--- src/rtl/mlp_output_layer_seq_avmm_if.sv ---
// Avalon-MM register-port bundle for the MLP output layer (host side = master).
interface mlp_output_layer_seq_avmm_if;
  logic [6:0]  avmm_address;
  logic [31:0] avmm_writedata;
  logic        avmm_write;
  logic        avmm_read;
  logic [31:0] avmm_readdata;
  logic        avmm_waitrequest;

  modport master (
    output avmm_address, avmm_writedata, avmm_write, avmm_read,
    input  avmm_readdata, avmm_waitrequest
  );

  modport slave (
    input  avmm_address, avmm_writedata, avmm_write, avmm_read,
    output avmm_readdata, avmm_waitrequest
  );
endinterface

--- src/rtl/mlp_output_layer_seq_avmm.sv ---
// MLP output layer: register-programmed weights/biases, one sequential MAC, argmax.
// Optional feature macro MLP_OUT_SAT_EN: saturating accumulate with STATUS.ovf.
module mlp_output_layer_seq_avmm #(
  parameter int unsigned HIDDEN_SIZE = 8,
  parameter int unsigned OUTPUT_SIZE = 10,
  parameter int unsigned IN_W        = 16,
  parameter int unsigned WEIGHT_W    = 8,
  parameter int unsigned ACC_W       = 32
) (
  input  logic                          clk,
  input  logic                          reset,
  mlp_output_layer_seq_avmm_if.slave    avmm,
  input  logic [IN_W*HIDDEN_SIZE-1:0]   h_in_flat,
  output logic [$clog2(OUTPUT_SIZE)-1:0] class_idx,
  output logic [OUTPUT_SIZE-1:0]        one_hot,
  output logic                          busy,
  output logic                          done,
  output logic                          irq
);

  localparam int unsigned NW     = HIDDEN_SIZE * OUTPUT_SIZE;
  localparam int unsigned WPW    = $clog2(NW);
  localparam int unsigned JW     = $clog2(OUTPUT_SIZE);
  localparam int unsigned IW     = (HIDDEN_SIZE > 1) ? $clog2(HIDDEN_SIZE) : 1;
  localparam int unsigned PROD_W = IN_W + WEIGHT_W;

  localparam logic [6:0] A_CTRL   = 7'h00;
  localparam logic [6:0] A_STATUS = 7'h01;
  localparam logic [6:0] A_CLASS  = 7'h02;
  localparam logic [6:0] A_WPTR   = 7'h04;
  localparam logic [6:0] A_WDATA  = 7'h05;

  typedef enum logic [2:0] {S_IDLE, S_LOAD, S_MAC, S_STORE, S_FIN} state_t;

  state_t state_q, state_d;
  logic [JW-1:0]             j_q, j_d;
  logic [IW-1:0]             i_q, i_d;
  logic signed [ACC_W-1:0]   acc_q, acc_d;
  logic signed [ACC_W-1:0]   best_val_q, best_val_d;
  logic [JW-1:0]             best_idx_q, best_idx_d;

  logic signed [WEIGHT_W-1:0] wmem_q  [NW];
  logic signed [ACC_W-1:0]    bias_q  [OUTPUT_SIZE];
  logic signed [ACC_W-1:0]    logit_q [OUTPUT_SIZE];
  logic signed [IN_W-1:0]     h_q     [HIDDEN_SIZE];
  logic [WPW-1:0]             wptr_q;
  logic                       irq_en_q, st_done_q, st_ovf_q, st_err_q;
  logic                       irq_en_d, st_done_d, st_ovf_d, st_err_d;
  logic [31:0]                rdata_q, rdata_c;

  logic [6:0]  addr;
  logic [31:0] wdata;
  logic        wr, idle, is_bias, is_logit, start_wr, cfg_wr, status_wr;
  logic        take_start, logit_we;
  logic [WPW-1:0]            widx;
  logic signed [PROD_W-1:0]  prod;
  logic signed [ACC_W-1:0]   mac_acc;
`ifdef MLP_OUT_SAT_EN
  localparam int unsigned SUM_W = ((ACC_W > PROD_W) ? ACC_W : PROD_W) + 1;
  localparam logic signed [ACC_W-1:0] ACC_MAX = {1'b0, {(ACC_W-1){1'b1}}};
  localparam logic signed [ACC_W-1:0] ACC_MIN = {1'b1, {(ACC_W-1){1'b0}}};
  logic signed [SUM_W-1:0] sum;
  logic                    mac_ovf, ovf_set;
`endif

  // Bus decode; configuration writes are only honoured while idle.
  always_comb begin
    addr      = avmm.avmm_address;
    wdata     = avmm.avmm_writedata;
    wr        = avmm.avmm_write;
    idle      = (state_q == S_IDLE);
    is_bias   = (addr[6:4] == 3'b001) && (32'(addr[3:0]) < OUTPUT_SIZE);
    is_logit  = (addr[6:4] == 3'b010) && (32'(addr[3:0]) < OUTPUT_SIZE);
    start_wr  = wr && (addr == A_CTRL) && wdata[0];
    cfg_wr    = wr && ((addr == A_WPTR) || (addr == A_WDATA) || is_bias);
    status_wr = wr && (addr == A_STATUS);
  end

  // Single MAC: product sign-extended into the accumulator.
  always_comb begin
    widx = WPW'(j_q) * WPW'(HIDDEN_SIZE) + WPW'(i_q);
    prod = PROD_W'(h_q[i_q]) * PROD_W'(wmem_q[widx]);
`ifdef MLP_OUT_SAT_EN
    sum     = SUM_W'(acc_q) + SUM_W'(prod);
    mac_acc = sum[ACC_W-1:0];
    mac_ovf = (sum != SUM_W'(mac_acc));
    if (mac_ovf) mac_acc = sum[SUM_W-1] ? ACC_MIN : ACC_MAX;
`else
    mac_acc = acc_q + ACC_W'(prod);
`endif
  end

  // Next-state and datapath control.
  always_comb begin
    state_d    = state_q;
    j_d        = j_q;
    i_d        = i_q;
    acc_d      = acc_q;
    best_val_d = best_val_q;
    best_idx_d = best_idx_q;
    take_start = 1'b0;
    logit_we   = 1'b0;
`ifdef MLP_OUT_SAT_EN
    ovf_set    = 1'b0;
`endif
    case (state_q)
      S_IDLE: begin
        if (start_wr) begin
          state_d    = S_LOAD;
          j_d        = '0;
          take_start = 1'b1;
        end
      end
      S_LOAD: begin
        acc_d   = bias_q[j_q];
        i_d     = '0;
        state_d = S_MAC;
      end
      S_MAC: begin
        acc_d = mac_acc;
`ifdef MLP_OUT_SAT_EN
        ovf_set = mac_ovf;
`endif
        i_d = i_q + IW'(1);
        if (i_q == IW'(HIDDEN_SIZE - 1)) state_d = S_STORE;
      end
      S_STORE: begin
        logit_we = 1'b1;
        // Strict compare keeps the lowest index on ties.
        if ((j_q == '0) || (acc_q > best_val_q)) begin
          best_val_d = acc_q;
          best_idx_d = j_q;
        end
        if (j_q == JW'(OUTPUT_SIZE - 1)) begin
          state_d = S_FIN;
        end else begin
          j_d     = j_q + JW'(1);
          state_d = S_LOAD;
        end
      end
      S_FIN:   state_d = S_IDLE;
      default: state_d = S_IDLE;
    endcase
  end

  // Control/status next values; a done set beats a same-cycle clear.
  always_comb begin
    irq_en_d  = (wr && (addr == A_CTRL)) ? wdata[1] : irq_en_q;
    st_done_d = (st_done_q & ~(status_wr & wdata[1])) | (state_q == S_FIN);
`ifdef MLP_OUT_SAT_EN
    st_ovf_d  = (st_ovf_q & ~(status_wr & wdata[2])) | ovf_set;
`else
    st_ovf_d  = 1'b0;
`endif
    st_err_d  = (st_err_q & ~(status_wr & wdata[3])) | (~idle & (start_wr | cfg_wr));
  end

  // Read mux.
  always_comb begin
    rdata_c = '0;
    if (addr == A_CTRL)        rdata_c = {30'd0, irq_en_q, 1'b0};
    else if (addr == A_STATUS) rdata_c = {28'd0, st_err_q, st_ovf_q, st_done_q, busy};
    else if (addr == A_CLASS)  rdata_c = 32'(class_idx);
    else if (addr == A_WPTR)   rdata_c = 32'(wptr_q);
    else if (addr == A_WDATA)  rdata_c = 32'(wmem_q[wptr_q]);
    else if (is_bias)          rdata_c = 32'(bias_q[addr[3:0]]);
    else if (is_logit)         rdata_c = 32'(logit_q[addr[3:0]]);
  end

  always_ff @(posedge clk) begin
    if (reset) begin
      state_q    <= S_IDLE;
      j_q        <= '0;
      i_q        <= '0;
      acc_q      <= '0;
      best_val_q <= '0;
      best_idx_q <= '0;
      wptr_q     <= '0;
      irq_en_q   <= 1'b0;
      st_done_q  <= 1'b0;
      st_ovf_q   <= 1'b0;
      st_err_q   <= 1'b0;
      rdata_q    <= '0;
      class_idx  <= '0;
      one_hot    <= '0;
      busy       <= 1'b0;
      done       <= 1'b0;
      irq        <= 1'b0;
      for (int k = 0; k < NW; k++)          wmem_q[k]  <= '0;
      for (int k = 0; k < OUTPUT_SIZE; k++) bias_q[k]  <= '0;
      for (int k = 0; k < OUTPUT_SIZE; k++) logit_q[k] <= '0;
      for (int k = 0; k < HIDDEN_SIZE; k++) h_q[k]     <= '0;
    end else begin
      state_q    <= state_d;
      j_q        <= j_d;
      i_q        <= i_d;
      acc_q      <= acc_d;
      best_val_q <= best_val_d;
      best_idx_q <= best_idx_d;
      irq_en_q   <= irq_en_d;
      st_done_q  <= st_done_d;
      st_ovf_q   <= st_ovf_d;
      st_err_q   <= st_err_d;
      irq        <= irq_en_d & st_done_d;
      busy       <= (state_d != S_IDLE);
      done       <= (state_d == S_FIN);
      rdata_q    <= avmm.avmm_read ? rdata_c : 32'd0;
      if (take_start) begin
        for (int k = 0; k < HIDDEN_SIZE; k++) h_q[k] <= h_in_flat[k*IN_W +: IN_W];
      end
      if (idle && wr && (addr == A_WPTR)) wptr_q <= wdata[WPW-1:0];
      if (idle && wr && (addr == A_WDATA)) begin
        wmem_q[wptr_q] <= wdata[WEIGHT_W-1:0];
        wptr_q         <= (wptr_q >= WPW'(NW - 1)) ? '0 : wptr_q + WPW'(1);
      end
      if (idle && wr && is_bias) bias_q[addr[3:0]] <= wdata[ACC_W-1:0];
      if (logit_we) logit_q[j_q] <= acc_q;
      if ((state_q == S_STORE) && (state_d == S_FIN)) begin
        class_idx <= best_idx_d;
        one_hot   <= OUTPUT_SIZE'(1) << best_idx_d;
      end
    end
  end

  assign avmm.avmm_readdata    = rdata_q;
  assign avmm.avmm_waitrequest = 1'b0;

endmodule

--- src/flat_wrapper.sv ---
// flat-port wrapper written by rule: the top's interface ports become plain ports
module mlp_output_layer_seq_avmm_flat 
#(
  parameter int unsigned HIDDEN_SIZE = 8,
  parameter int unsigned OUTPUT_SIZE = 10,
  parameter int unsigned IN_W        = 16,
  parameter int unsigned WEIGHT_W    = 8,
  parameter int unsigned ACC_W       = 32
)
  (clk, reset, h_in_flat, class_idx, one_hot, busy, done, irq, avmm_avmm_address, avmm_avmm_writedata, avmm_avmm_write, avmm_avmm_read, avmm_avmm_readdata, avmm_avmm_waitrequest);
  mlp_output_layer_seq_avmm_if avmm_i ();
  input  logic clk;
  input  logic reset;
  input  logic [IN_W*HIDDEN_SIZE-1:0] h_in_flat;
  output logic [$clog2(OUTPUT_SIZE)-1:0] class_idx;
  output logic [OUTPUT_SIZE-1:0] one_hot;
  output logic busy;
  output logic done;
  output logic irq;
  input wire logic [$bits(avmm_i.avmm_address)-1:0] avmm_avmm_address;
  input wire logic [$bits(avmm_i.avmm_writedata)-1:0] avmm_avmm_writedata;
  input wire logic [$bits(avmm_i.avmm_write)-1:0] avmm_avmm_write;
  input wire logic [$bits(avmm_i.avmm_read)-1:0] avmm_avmm_read;
  output wire logic [$bits(avmm_i.avmm_readdata)-1:0] avmm_avmm_readdata;
  output wire logic [$bits(avmm_i.avmm_waitrequest)-1:0] avmm_avmm_waitrequest;
  assign avmm_i.avmm_address = avmm_avmm_address;
  assign avmm_i.avmm_writedata = avmm_avmm_writedata;
  assign avmm_i.avmm_write = avmm_avmm_write;
  assign avmm_i.avmm_read = avmm_avmm_read;
  assign avmm_avmm_readdata = avmm_i.avmm_readdata;
  assign avmm_avmm_waitrequest = avmm_i.avmm_waitrequest;
  mlp_output_layer_seq_avmm #(.HIDDEN_SIZE(HIDDEN_SIZE), .OUTPUT_SIZE(OUTPUT_SIZE), .IN_W(IN_W), .WEIGHT_W(WEIGHT_W), .ACC_W(ACC_W)) u_core (.clk(clk), .reset(reset), .avmm(avmm_i), .h_in_flat(h_in_flat), .class_idx(class_idx), .one_hot(one_hot), .busy(busy), .done(done), .irq(irq));
endmodule
--- config.mk ---
export PLATFORM = sky130hd
export DESIGN_NAME = mlp_output_layer_seq_avmm_flat
export DESIGN_NICKNAME = d
export VERILOG_FILES = /design/src/rtl/mlp_output_layer_seq_avmm_if.sv /design/src/rtl/mlp_output_layer_seq_avmm.sv /design/src/flat_wrapper.sv
export SDC_FILE = /design/constraint.sdc
export NUM_CORES = 2
export LEC_CHECK = 0
export CORE_MARGIN = 3
export CORE_UTILIZATION = 40
export CTS_CLUSTER_SIZE = 8
export DETAILED_ROUTE_END_ITERATION = 8
export HOLD_SLACK_MARGIN = 0.08
export SLEW_MARGIN = 0
export SYNTH_ARGS = -nofsm -noshare
export SYNTH_HDL_FRONTEND = slang
export SYNTH_SLANG_ARGS = --single-unit
--- constraint.sdc ---
create_clock -name clk -period 21.8 [get_ports clk]
set_input_delay 6.54 -clock clk [delete_from_list [all_inputs] [get_ports clk]]
set_output_delay 6.54 -clock clk [all_outputs]
set_load 0.02 [all_outputs]
==> metrics.txt <==
crit path to u_core.wmem_q[9][0]; critical path fanouts, max 63; Critical Path Stages 10; worst endpoint required time ~22 ns; crit path buf inv count 2; ratio of final minimum period to clock period 50.92%; total wire length 326300 um; pin count of the biggest net entering global routing 103; min-delay worst type flip-flop to flip-flop; outcome completed; post-synth top area cell edfxtp_1; endpoints failing setup 0; Seq/Total Area, Yosys 57.29%; # Max-Cap Violations 0; top post-synthesis cells by count edfxtp_1 (1984), mux4_2 (992), and3_1 (717), clkbuf_1 (521), nor2_1 (382); total power 9.663 mW; crit path capture type flip-flop; CP top delay family simple AND/OR/NAND/NOR gates; Worst Setup Start Kind input pin; Crit path top cell by count nand2_1; r2r setup slk ~11 ns; Yosys top cell area share 54.53%; vias in the first global route 66760; final core utilization 45.74%; DR DRC count 0; Avg Cell Area, Syn 15.56 um2; WS Path Type input pin to flip-flop; Die Y-Extent roughly 530 um; Slew headroom 13.06%; Max stage delay cell, worst path nor3_4; die area 279500 um2; WHS between 0.4 and 0.5 ns; total CTS buffers 311; Initial Util 40.28%; most instantiated library cell after synthesis edfxtp_1; largest cells by area after synthesis edfxtp_1 (55%), mux4_2 (20%), and3_1 (4.1%); post-synthesis sequential element count ~2100; Die W 528.6 um; Reg clk slew, reported paths 0.05 ns; Post-synth EDFFs approximately 2000; Cell Chain, Critical Path clkdlybuf4s50_1 > nand2b_1 > nor2_1 > nand2_1 > nor3_1 > nand2_1 > nor3_4 > buf_4 > nand2_1 > nand2_1; 1st-iter DRT viols 7496; Area Overhead vs Synth 13.56%; Post-synth top flop edfxtp_1; min Tclk post-route around 11 ns; Hold Violations, Final 0; drt wl/cell 29.86 um; Peak VDD IR 0.06122 mV; final setup TNS 0 ns; cell depth of the worst flop-to-flop path 25; Nets between 7000 and 8000; library cells used by synthesis 70; Power per Cell Area 77.88 nW/um2; fraction of layout cells with a size suffix above 1 21.90%; final instance area 124100 um2; DP Area 115400 um2; routability cong. a little under 0.9; initial antenna violation count 24; Ys Warns 0; root buffer cell clkbuf_16; RSZ-0062 raised after global routing no; first-pass GRT wire length 473200 um; R2R Path End u_core.acc_q[30]; Final Max Slew Viols 0; fmax 90.08 MHz; post_cts resized 0; Critical Path AT 11.60 ns; HPWL after detailed placement 207700 um; Least-Margin Pin Slew 1.299 ns; GR Overflow Total 0; hold_buf cts 0; H-tree depth 5; antenna viol nets, final 0; Via Count 65940; I/O Buffers 219; Mapped Area 109300 um2; Post-synth ARST share 0%; worst clock skew a little over 0.06 ns; Num Clock Sinks 2135; vias per cell 6.035; Crit path largest cell delay around 0.88 ns; LEAKAGE 45.16 nW; Core ar. 271200 um2; Bufs on Longest Clock Path 4; TritonCTS clock tree built; postcts setup bufs 0; worst reg2reg path startpoint u_core.i_q[1]; Post-Synthesis Cells 7023; DR pass1 iterations 6; I/O pins 221; row count 191; Total GRT Usage 23.05%; CP startpoint avmm_avmm_address[2]; worst-skew pair later-pin latency 0.87 ns
-- through the flow --
step	std cells	setup slack, ns
final	10930	10.70
after floorplan	7215	10.99
after CTS	10910	10.82
after detailed placement	10470	9.934
after global routing	10920	10.35
after global placement	10470	10.12
-- worst min path at each step --
stage,start,endpoint,depth (start not counted)
5_1_grt,u_core.st_err_q,u_core.st_err_q,2
4_1_cts,u_core.st_err_q,u_core.st_err_q,2
6_report,u_core.st_err_q,u_core.st_err_q,2
3_3_place_gp,u_core.one_hot[4],u_core.one_hot[4],2
3_5_place_dp,u_core.st_err_q,u_core.st_err_q,2
2_1_floorplan,u_core.st_err_q,u_core.st_err_q,2
-- cell families after synthesis --
group	Yosys count	synth area share, %
XOR/XNOR	33	0.2645
flip-flops	2135	57.29
multiplexers	1135	21.84
buffers and inverters	889	3.264
AND/OR/NAND/NOR	2146	10.65
AO/OA/AOI/OAI	416	2.525
other	1	0.003432
adder cells (fa/ha/maj)	268	4.168
-- state kept, by name, summed over array words and instances (netlist names), named ones only --
name,count
u_core.avmm.avmm_readdata,32
u_core.bias_q,512
u_core.irq_en_q,1
u_core.irq,1
u_core.best_val_q,32
u_core.best_idx_q,4
u_core.wptr_q,7
u_core.state_q,3
u_core.st_err_q,1
u_core.acc_q,32
u_core.h_q,128
u_core.class_idx,4
u_core.wmem_q,1024
u_core.logit_q,320
u_core.j_q,4
u_core.done,1
u_core.one_hot,10
u_core.i_q,3
u_core.busy,1
u_core.st_done_q,1
-- area by class of cell --
class	instances	area, um2
flip-flops and latches	2135	62650
well taps	3570	4467
fillers	23330	147200
clock inverters	23	334.1
diodes	16	40.04
inverters	199	752.0
multi-input cells	4191	44130
repair buffers	373	3402
clock buffers	420	8308
-- worst reg2reg max path: cells and delay by family (launching register included) --
kind | cells | cell delay, ns
AO/OA/AOI/OAI | 8 | 1.85
flip-flops | 1 | 0.70
adder cells (fa/ha/maj) | 6 | 2.71
buffers and inverters | 5 | 2.74
multiplexers | 5 | 2.43
AND/OR/NAND/NOR | 1 | 0.28
-- per-layer routing --
layer / GRT usage [%] / wire length [um]
met1: 30.23 / 124300
met2: 38.43 / 162300
met3: 3.199 / 23700
met4: 9.933 / 15950
met5: 0 / 55
-- layout by cell type (no fill, tap or decap), types with 119 or more instances in the layout --
master	synthesis	routed
dfxtp_1	151	137
clkdlybuf4s50_1	0	207
mux4_2	992	992
edfxtp_1	1984	1984
mux2i_1	129	129
o21ai_0	128	119
nand2_1	275	268
and2_1	380	380
conb_1	1	193
clkbuf_16	0	316
nor2_1	382	369
buf_4	20	157
and3_1	717	716
inv_1	199	197
nor3_1	129	121
fa_1	160	160
-- where the power goes --
part / switching, mW / internal [mW] / leakage [nW]
Sequential: 0.0485 / 4.58 / 21.2
Combinational: 0.383 / 0.241 / 19.8
Clock: 1.76 / 2.65 / 4.17
(Power assumes the default switching activity.)
==> patch (same settings) <==
`WEIGHT_W` is set to 8 in 2 places; all go to 6.
--- a/src/rtl/mlp_output_layer_seq_avmm.sv
+++ b/src/rtl/mlp_output_layer_seq_avmm.sv
@@ -5,5 +5,5 @@
   parameter int unsigned OUTPUT_SIZE = 10,
   parameter int unsigned IN_W        = 16,
-  parameter int unsigned WEIGHT_W    = 8,
+  parameter int unsigned WEIGHT_W    = 6,
   parameter int unsigned ACC_W       = 32
 ) (
--- a/src/flat_wrapper.sv
+++ b/src/flat_wrapper.sv
@@ -5,5 +5,5 @@
   parameter int unsigned OUTPUT_SIZE = 10,
   parameter int unsigned IN_W        = 16,
-  parameter int unsigned WEIGHT_W    = 8,
+  parameter int unsigned WEIGHT_W    = 6,
   parameter int unsigned ACC_W       = 32
 )
Function: not settled (the Yosys comparison gave no result); the edit may change what the design does.
==> patch against the original RTL <==
Largest power group unchanged; highest routed layer unchanged; sequential cell count fell by 256; global-route usage rose by 0.56 points; final area is 12% lower; maximum frequency rose by 5.8%; core utilization up 0.46 points; area after synthesis down 13%; sequential power shrank 12%; total power shrank 11%; setup slack better by 0.61 ns; combinational power decreased by 16%; wire length fell by 11%.
==> patch: results (changes against the original RTL) <==
status=finished clean; DP Wirelength=186.5 mm (-10%); xor and xnor area share after synthesis=0.002573 (-0.00007251); R2R cell count=21 (-16%); compound-cell area share of the yosys netlist=0.03481 (+0.009561); Post-synth EDFFs=1728 (-13%); Period minus WS final=10.49 ns (-0.6119 ns); count of unique library cells instantiated by Yosys=75 (+7.1%); CP max-delay cell=nor2_4; gpl congestion=0.8752 (-0.35%); Overall Global Routing Usage=0.2361 (+0.005589); R2R Setup Slk=11.91 ns (+0.95 ns); largest net degree at the start of global routing=119 (+16%); worst setup path end=u_core.wmem_q[4][3]$_SDFFCE_PN0P_; R2R Path Start=u_core.i_q[0]$_SDFFE_PP0N_; share of layout cells above drive strength 1=0.1963 (-0.02273); top cells by area, synth=edfxtp_1, mux4_2, and2_1; Initial DRC Count=7032 (-6.2%); multiplexer share of the synthesized area=0.2003 (-0.01801); biggest regs=u_core.wmem_q: 768 flops, u_core.bias_q: 512 flops, u_core.logit_q: 320 flops; pre-CTS WS=10.47 ns (+0.5348 ns); Vias/cell=5.938 (-1.6%); worst-path fanout max=36 (-43%); register area share after synthesis=0.5761 (+0.003153); CTS buffer count=287 (-7.7%); leakage=40.23 nW (-11%); Synth Area in Adders=0.03610 (-0.005586); Clk Latency, worst-skew pair=0.92 ns (+0.05 ns); RR Endpoint=u_core.acc_q[28]$_SDFFE_PP0N_; first-pass GRT wire length=421.2 mm (-11%); top cells by count, synth=edfxtp_1, mux4_2, and2_1; CP peak stage delay=0.79 ns (-0.09 ns); Pre-Repair DR Iteration Count=5 (-1); NumNets Final=7036 (-8.0%); initial antenna violation count=20 (-17%); vias in the first global route=59490 (-11%); Slew @ Worst Pin=1.081 ns (-0.2183 ns); clk_skew=0.07009 ns (+0.009248 ns); hold path start=u_core.st_err_q$_SDFF_PP0_; postcts setup bufs=0 (unchanged); crit path DAT=11.05 ns (-0.55 ns); VDD IR-drop max=0.05375 mV (-12%)
patch: area by class of cell:
type / instances / area, sq um
fillers: 20500 / 127000
clock buffers: 413 / 7845
diodes: 7 / 17.52
multi-input cells: 3896 / 38150
well taps: 3150 / 3941
flip-flops and latches: 1879 / 54950
inverters: 243 / 914.6
clock inverters: 13 / 111.4
repair buffers: 346 / 3148
patch: per-stage QoR:
step           hold slack (ns)  std cells  area [sq um]
2_1_floorplan           0.4332       6620         96040
3_3_place_gp            0.4419       9514        101100
3_5_place_dp            0.4458       9514        101100
4_1_cts                 0.4545       9940        109100
5_1_grt                 0.4870       9943        109100
6_report                0.4621       9947        109100
patch: metal layers:
metal,up-vias,GRT usage,wire length [um]
met5,-,0,58
met4,10,0.08888,11550
met3,561,0.05053,25880
met2,2867,0.3833,141400
met1,30790,0.3122,112400
li1,24840,-,-
patch: power breakdown:
group          switching (W)  internal [W]
Clock                0.00155       0.00247
Combinational       0.000323      0.000199
Sequential         0.0000448       0.00403
Total                0.00192       0.00669
